<file path="src/rtl/seq_shift_if.sv">
// Start/done handshake bundle between execute-stage control and the
// sequential shift controller.
interface seq_shift_if #(
  parameter int n   = 32,
  parameter int SHW = 5
);
  logic           start;
  logic           abort;
  logic [1:0]     op;
  logic [n-1:0]   operand;
  logic [SHW-1:0] shamt;
  logic           busy;
  logic           done;
  logic [n-1:0]   result;

  modport master (
    output start, abort, op, operand, shamt,
    input  busy, done, result
  );

  modport slave (
    input  start, abort, op, operand, shamt,
    output busy, done, result
  );
endinterface

</file>
<file path="src/rtl/seq_shift_ctrl.sv">
// Multi-cycle SLL/SRL/SRA/ROL: one working register shifted one bit per
// clock, sequenced by an IDLE/SHIFT/DONE FSM with a start/done handshake.
module seq_shift_ctrl #(
  parameter int n   = 32,
  parameter int SHW = 5
) (
  input  logic     clk,
  input  logic     rst,
  seq_shift_if.slave sif
);

  typedef enum logic [1:0] {IDLE, SHIFT, DONE} state_t;

  localparam logic [1:0] OP_SLL = 2'b00;
  localparam logic [1:0] OP_SRL = 2'b01;
  localparam logic [1:0] OP_SRA = 2'b10;
  localparam logic [1:0] OP_ROL = 2'b11;

  state_t         state, state_nxt;
  logic [n-1:0]   r, r_step;
  logic [SHW-1:0] count;
  logic [1:0]     op_q;
  logic           accept;

  // A new request can only land when no shift is running; it beats abort.
  assign accept = sif.start && (state != SHIFT);

  always_ff @(posedge clk or negedge rst) begin
    if (!rst) state <= IDLE;
    else      state <= state_nxt;
  end

  always_comb begin
    state_nxt = state;
    unique case (state)
      IDLE, DONE: begin
        if (accept)             state_nxt = (sif.shamt == '0) ? DONE : SHIFT;
        else if (state == DONE) state_nxt = IDLE;
      end
      SHIFT: begin
        if (sif.abort)            state_nxt = IDLE;
        else if (count == SHW'(1)) state_nxt = DONE;
      end
      default: state_nxt = IDLE;
    endcase
  end

  always_comb begin
    sif.busy = (state == SHIFT);
    sif.done = (state == DONE);
  end

  always_comb begin
    r_step = r;
    unique case (op_q)
      OP_SLL: r_step = {r[n-2:0], 1'b0};
      OP_SRL: r_step = {1'b0, r[n-1:1]};
      OP_SRA: r_step = {r[n-1], r[n-1:1]};
      OP_ROL: r_step = {r[n-2:0], r[n-1]};
      default: r_step = r;
    endcase
  end

  // On abort the partial value is left in place; the caller discards it.
  always_ff @(posedge clk or negedge rst) begin
    if (!rst) begin
      r     <= '0;
      count <= '0;
      op_q  <= OP_SLL;
    end else if (accept) begin
      r     <= sif.operand;
      count <= sif.shamt;
      op_q  <= sif.op;
    end else if (state == SHIFT && !sif.abort) begin
      r     <= r_step;
      count <= count - SHW'(1);
    end
  end

  assign sif.result = r;

endmodule

</file>
<file path="src/flat_wrapper.sv">
// flat-port wrapper written by rule: the top's interface ports become plain ports
module seq_shift_ctrl_flat 
#(
  parameter int n   = 32,
  parameter int SHW = 5
)
  (clk, rst, sif_start, sif_abort, sif_op, sif_operand, sif_shamt, sif_busy, sif_done, sif_result);
  seq_shift_if #(.n(n), .SHW(SHW)) sif_i ();
  input  logic clk;
  input  logic rst;
  input wire logic [$bits(sif_i.start)-1:0] sif_start;
  input wire logic [$bits(sif_i.abort)-1:0] sif_abort;
  input wire logic [$bits(sif_i.op)-1:0] sif_op;
  input wire logic [$bits(sif_i.operand)-1:0] sif_operand;
  input wire logic [$bits(sif_i.shamt)-1:0] sif_shamt;
  output wire logic [$bits(sif_i.busy)-1:0] sif_busy;
  output wire logic [$bits(sif_i.done)-1:0] sif_done;
  output wire logic [$bits(sif_i.result)-1:0] sif_result;
  assign sif_i.start = sif_start;
  assign sif_i.abort = sif_abort;
  assign sif_i.op = sif_op;
  assign sif_i.operand = sif_operand;
  assign sif_i.shamt = sif_shamt;
  assign sif_busy = sif_i.busy;
  assign sif_done = sif_i.done;
  assign sif_result = sif_i.result;
  seq_shift_ctrl #(.n(n), .SHW(SHW)) u_core (.clk(clk), .rst(rst), .sif(sif_i));
endmodule
</file>
<file path="config.mk">
export PLATFORM = sky130hd
export DESIGN_NAME = seq_shift_ctrl_flat
export DESIGN_NICKNAME = d
export VERILOG_FILES = /design/src/rtl/seq_shift_if.sv /design/src/rtl/seq_shift_ctrl.sv /design/src/flat_wrapper.sv
export SDC_FILE = /design/constraint.sdc
export NUM_CORES = 1
export LEC_CHECK = 0
export ABC_AREA = 1
export ABC_CLOCK_PERIOD_IN_PS = 1800
export CAP_MARGIN = 0
export CORE_UTILIZATION = 28
export CTS_CLUSTER_DIAMETER = 200
export CTS_CLUSTER_SIZE = 10
export DETAILED_ROUTE_END_ITERATION = 12
export PLACE_DENSITY = 0.51
export SLEW_MARGIN = 20
export SYNTH_ARGS = -nofsm -noshare
export SYNTH_HDL_FRONTEND = slang
export SYNTH_SLANG_ARGS = --single-unit
</file>
<file path="constraint.sdc">
create_clock -name clk -period 1.8 [get_ports clk]
set_clock_uncertainty 0.05 [all_clocks]
set_input_delay 0.54 -clock clk [delete_from_list [all_inputs] [get_ports clk]]
set_output_delay 0.54 -clock clk [all_outputs]
set_load 0.01 [all_outputs]
</file>
==> Yosys cells after proc, flatten, opt, wreduce, memory -nomap -nowiden <==
Index checks and enable logic that the tools add are counted.
Widths: inputs -> output; s select.
{ "totals": {"inputBits": 43, "regBits": 41, "elab_cells": 37} }
{ "classes": {"n_eq_ne": 10, "muxes": 11, "add_sub_neg": 1, "reduce_logical": 10} }
{ "ops": {"columns": ["op", "count"], "rows": [
  ["$pmux 32 s4", 1],
  ["$mux 32", 2],
  ["$mux 2", 5],
  ["$mux 5", 2],
  ["$eq 2x2->1 const B", 3],
  ["$ne 3x2->1 const B", 2],
  ["$eq 5x1->1 const B", 1],
  ["$logic_not 5->1", 1],
  ["$sub 5x1->5 const B", 1],
  ["$eq 2x1->1 const B", 2],
  ["$logic_not 2->1", 2],
  ["$ne 2x1->1 const B", 2],
  ["$pmux 2 s2", 1],
  ["$reduce_and 2->1", 2],
  ["$logic_and 1x1->1", 2],
  ["$reduce_bool 2->1", 1],
  ["$reduce_or 2->1", 1],
  ["$logic_not 1->1", 1]
]} }

==> Longest topological paths before layout <==
{ "depth": {"word_depth": 4, "mapped_depth": 9, "ltp_nobuf": 8} }

==> Least setup slack after synthesis <==
OpenSTA, ideal clock, no wires.
{ "synth_timing": {"path_type": "input -> register", "from": "input sif_abort", "to": "register u_core.r[18] (netlist: u_core.sif.result[18])", "required_time_ns": 1.628, "arrival_time_ns": 1.145, "setup_ns": 0.122, "cell_stages": 7, "n_path_buf": 2, "path_slack_ns": 0.482, "path_cell_list": "inv_1 -> nand3_2 -> buf_6 -> clkinv_2 -> buf_6 -> nand3_1 -> nand3_2"} }
{ "synth_between": {"elab_chain_cells": 3} }
{ "synth_rtl": {"columns": ["item", "line_no", "rtl"], "rows": [
  ["start: declaration", "flat_wrapper.sv:12", "input wire logic [$bits(sif_i.abort)-1:0] sif_abort;"],
  ["$logic_not 1->1", "seq_shift_ctrl.sv:74", "end else if (state == SHIFT && !sif.abort) begin"],
  ["$logic_and 1x1->1", "seq_shift_ctrl.sv:74", null],
  ["$reduce_bool 2->1 (no source line)", null, null],
  ["end signal: assignment", "seq_shift_ctrl.sv:71", "r <= sif.operand;"],
  ["end signal: assignment", "seq_shift_ctrl.sv:75", "r <= r_step;"],
  ["end: declaration", "seq_shift_ctrl.sv:20", "logic [n-1:0] r, r_step;"]
]} }
No other way between the ends.
A chain may end at the register's enable or synchronous reset.

==> Worst setup path after layout <==
{ "layout_timing": {"from": "register u_core.r[5] (netlist: u_core.sif.result[5])", "to": "output sif_result[5]"} }
{ "layout_rtl": {"columns": ["item", "line_no", "rtl"], "rows": [
  ["end: declaration", "flat_wrapper.sv:18", "output wire logic [$bits(sif_i.result)-1:0] sif_result;"]
]} }
No word-level cell between the ends.

==> results.sh <==
export IMPL_dpl_cell_count=587
export IMPL_num_antenna_cells=0
export IMPL_power_mw=5.61
export IMPL_final_cell_mix="149 x nand2_1, 71 x nand3_1, 43 x clkdlybuf4s50_1, 42 x inv_1, 40 x dfrtp_1"
export IMPL_first_pass_iters=4
export IMPL_switching_power_mw=2.43
export IMPL_die_h_um=99.7
export IMPL_fp_coreArea_um2=9240
export IMPL_worst_pin_slew_ps=463
export IMPL_slew_headroom_pct=69.1
export IMPL_detail_route_antenna_nets=0
export IMPL_netlist_instances=386
export IMPL_critical_path_class="flip-flop to primary output"
export IMPL_grt_pass1_vias=2610
export IMPL_cts_buffers=5
export IMPL_clock_path_buffers=2
export IMPL_critPathTopFamily="buffers and inverters"
export IMPL_reg2reg_slack_ps=310
export IMPL_r2r_start="u_core.op_q[1]$_DFFE_PN0N_"
export IMPL_p_leak_nw=2.08
export IMPL_worst_path_buf_inv=1
export IMPL_ios=77
export IMPL_cap_violations=0
export IMPL_drc=0
export IMPL_vdd_ir_drop_max_v=0.000559
export IMPL_fin_nets=528
export IMPL_grt_start_max_net_pins=37
export IMPL_setup_viol=0
export IMPL_crit_end="sif_result[5]"
export IMPL_grt_antenna_before_repair=0
export IMPL_crit_chain="clkdlybuf4s50_1"
export IMPL_cp_required_ps=1210
export IMPL_synth_seq_cells=41
export IMPL_dr_total_vias=2742
export IMPL_critPathSlowestCell="clkdlybuf4s50_1"
export IMPL_numClockSinks=41
export IMPL_die_x_um=99.7
export IMPL_start_kind="flip-flop"
export IMPL_r2r_end="u_core.sif.result[24]$_DFFE_PN0P_"
export IMPL_drive_above_1_share_pct=12.4
export IMPL_p_int_mw=3.18
export IMPL_routedWlPerCell_um=12.5
export IMPL_synth_cell_type_count=24
export IMPL_fp_row_count=35
export IMPL_netlist_area_um2=2680
export IMPL_yosysSeqAreaShare_pct=38.4
export IMPL_grt_pass1_wl_mm=12.6
export IMPL_rsz0062_at_grt="no"
export IMPL_grt_overflow_total=0
export IMPL_p_clk_share_pct=10.9
export IMPL_hpwl_mm=5.41
export IMPL_final_setup_tns_ps=0
export IMPL_final_common_cell="nand2_1"
export IMPL_reg2reg_depth=7
export IMPL_ys_warn_count=0
export IMPL_hold_ws_ps=142
export IMPL_cts_root_buf="clkbuf_8"
export IMPL_finalHoldViolCount=0
export IMPL_die_area_um2=9950
export IMPL_gp_congestion=0.744
export IMPL_drt_iter0_markers=90
export IMPL_share_comb_of_total_power_pct=58.7
export IMPL_hp_class="input pin to async pin"
export IMPL_worst_slack_ps=41.8
export IMPL_placedInstanceArea_um2=3600
export IMPL_fin_util_pct=41.2
export IMPL_worstPathMaxFanout=2
export IMPL_slowest_delay_ps=530
export IMPL_p_seq_share_pct=30.4
export IMPL_via_per_inst=4.48
export IMPL_clkSlewWorstSetupHoldPaths_ps=80
export IMPL_final_cells=612
export IMPL_port_buffers=76
export IMPL_cp_num_cells=1
export IMPL_wl_mm=7.64
export IMPL_holdBufCountCts=0
export IMPL_period_minus_slack_ps=1760
export IMPL_avgSynthCellArea_um2=6.93
export IMPL_end_kind="primary output"
export IMPL_drv_slew=0
export IMPL_worstSetupStartpoint="u_core.sif.result[5]$_DFFE_PN0P_"
export IMPL_initial_utilization_pct=29.0
export IMPL_design_area_um2=3800
export IMPL_htree_num_levels=2
export IMPL_cts_tree="built"
export IMPL_dp_slack_ps=-134
export IMPL_max_freq_mhz=569
export IMPL_p_sw_share_pct=43.3
export IMPL_syn_nets=431
export IMPL_powerDensity_nw_per_um2=1480
export IMPL_areaGrowthSynthToFinish_pct=42.1
export IMPL_grtUsageTotal_pct=16.1
export IMPL_insertion_delay_ps=290
export IMPL_status="finished, final reports clean"
export IMPL_synthArstFlopShare_pct=100
export IMPL_synth_flop_cell="dfrtp_1"
export IMPL_fin_crit_sh_pct=97.7
export IMPL_worst_endpoint_arrival_ps=1170
export IMPL_synth_edf_count=0
## logic make-up after synthesis
kind of cell	share of synthesized area, %
simple gates	43.5
fa+ha+maj	0.935
compound gates	3.84
flops	38.4
xor+xnor	0.327
buf+inv	13.0
## power groups by stage
stage,Sequential (mW),Clock [mW],Combinational [mW]
detailed placement,1.83,0,3.14
global placement,1.84,0,3.10
floorplan,1.87,0,1.75
global route,1.77,0.665,3.70
finish,1.70,0.610,3.30
CTS,1.71,0.645,3.34
## synth_stat cells (all sizes together), types with 2 or more instances
cell / n / area [µm²]
clkbuf: 5 / 21.3
o21ai: 18 / 90.1
nand3b: 12 / 90.1
inv: 45 / 174
ha: 2 / 25.0
nand3: 78 / 425
nand2: 154 / 601
nor2: 8 / 30.0
dfrtp: 41 / 1030
buf: 16 / 148
nand4: 2 / 12.5
## cell type report
class,count,area [µm²]
Clock buffer,7,86.3
Fill cell,1013,5440
Inverter,46,179
Multi-Input combinational cell,278,1300
Sequential cell,41,1030
Tap cell,129,161
Timing Repair Buffer,111,1050
## flip-flops by register name, indices dropped and copies added, names as in the netlist
name / flops
u_core.state: 2
u_core.op_q: 2
u_core.sif.result: 32
u_core.count: 5
## metal layers
layer	global-route usage (%)	share of wire (%)	vias to the layer above
li1	-	-	1412
met1	21.3	48	1261
met2	26.8	47	61
met3	2.53	3.4	8
met4	5.09	1.4	0
met5	0	0	-
## worst min-delay path by stage
stage | to | from | slack, ps
final | u_core.sif.result[29]$_DFFE_PN0P_ | rst | 140
after global routing | u_core.sif.result[29]$_DFFE_PN0P_ | rst | 160
after CTS | u_core.sif.result[29]$_DFFE_PN0P_ | rst | 150
after detailed placement | u_core.count[1]$_DFFE_PN0P_ | u_core.count[1]$_DFFE_PN0P_ | 430
after global placement | u_core.count[1]$_DFFE_PN0P_ | u_core.count[1]$_DFFE_PN0P_ | 430
after floorplan | u_core.count[0]$_DFFE_PN0P_ | rst | 190
## repair_timing
action | CTS | global route
resized for setup | 29 | 5
pin swaps | 0 | 0
setup endpoints to repair | 34 | 5
gates cloned | 0 | 0
buffers inserted | 18 | 0
(Power assumes the default switching activity.)
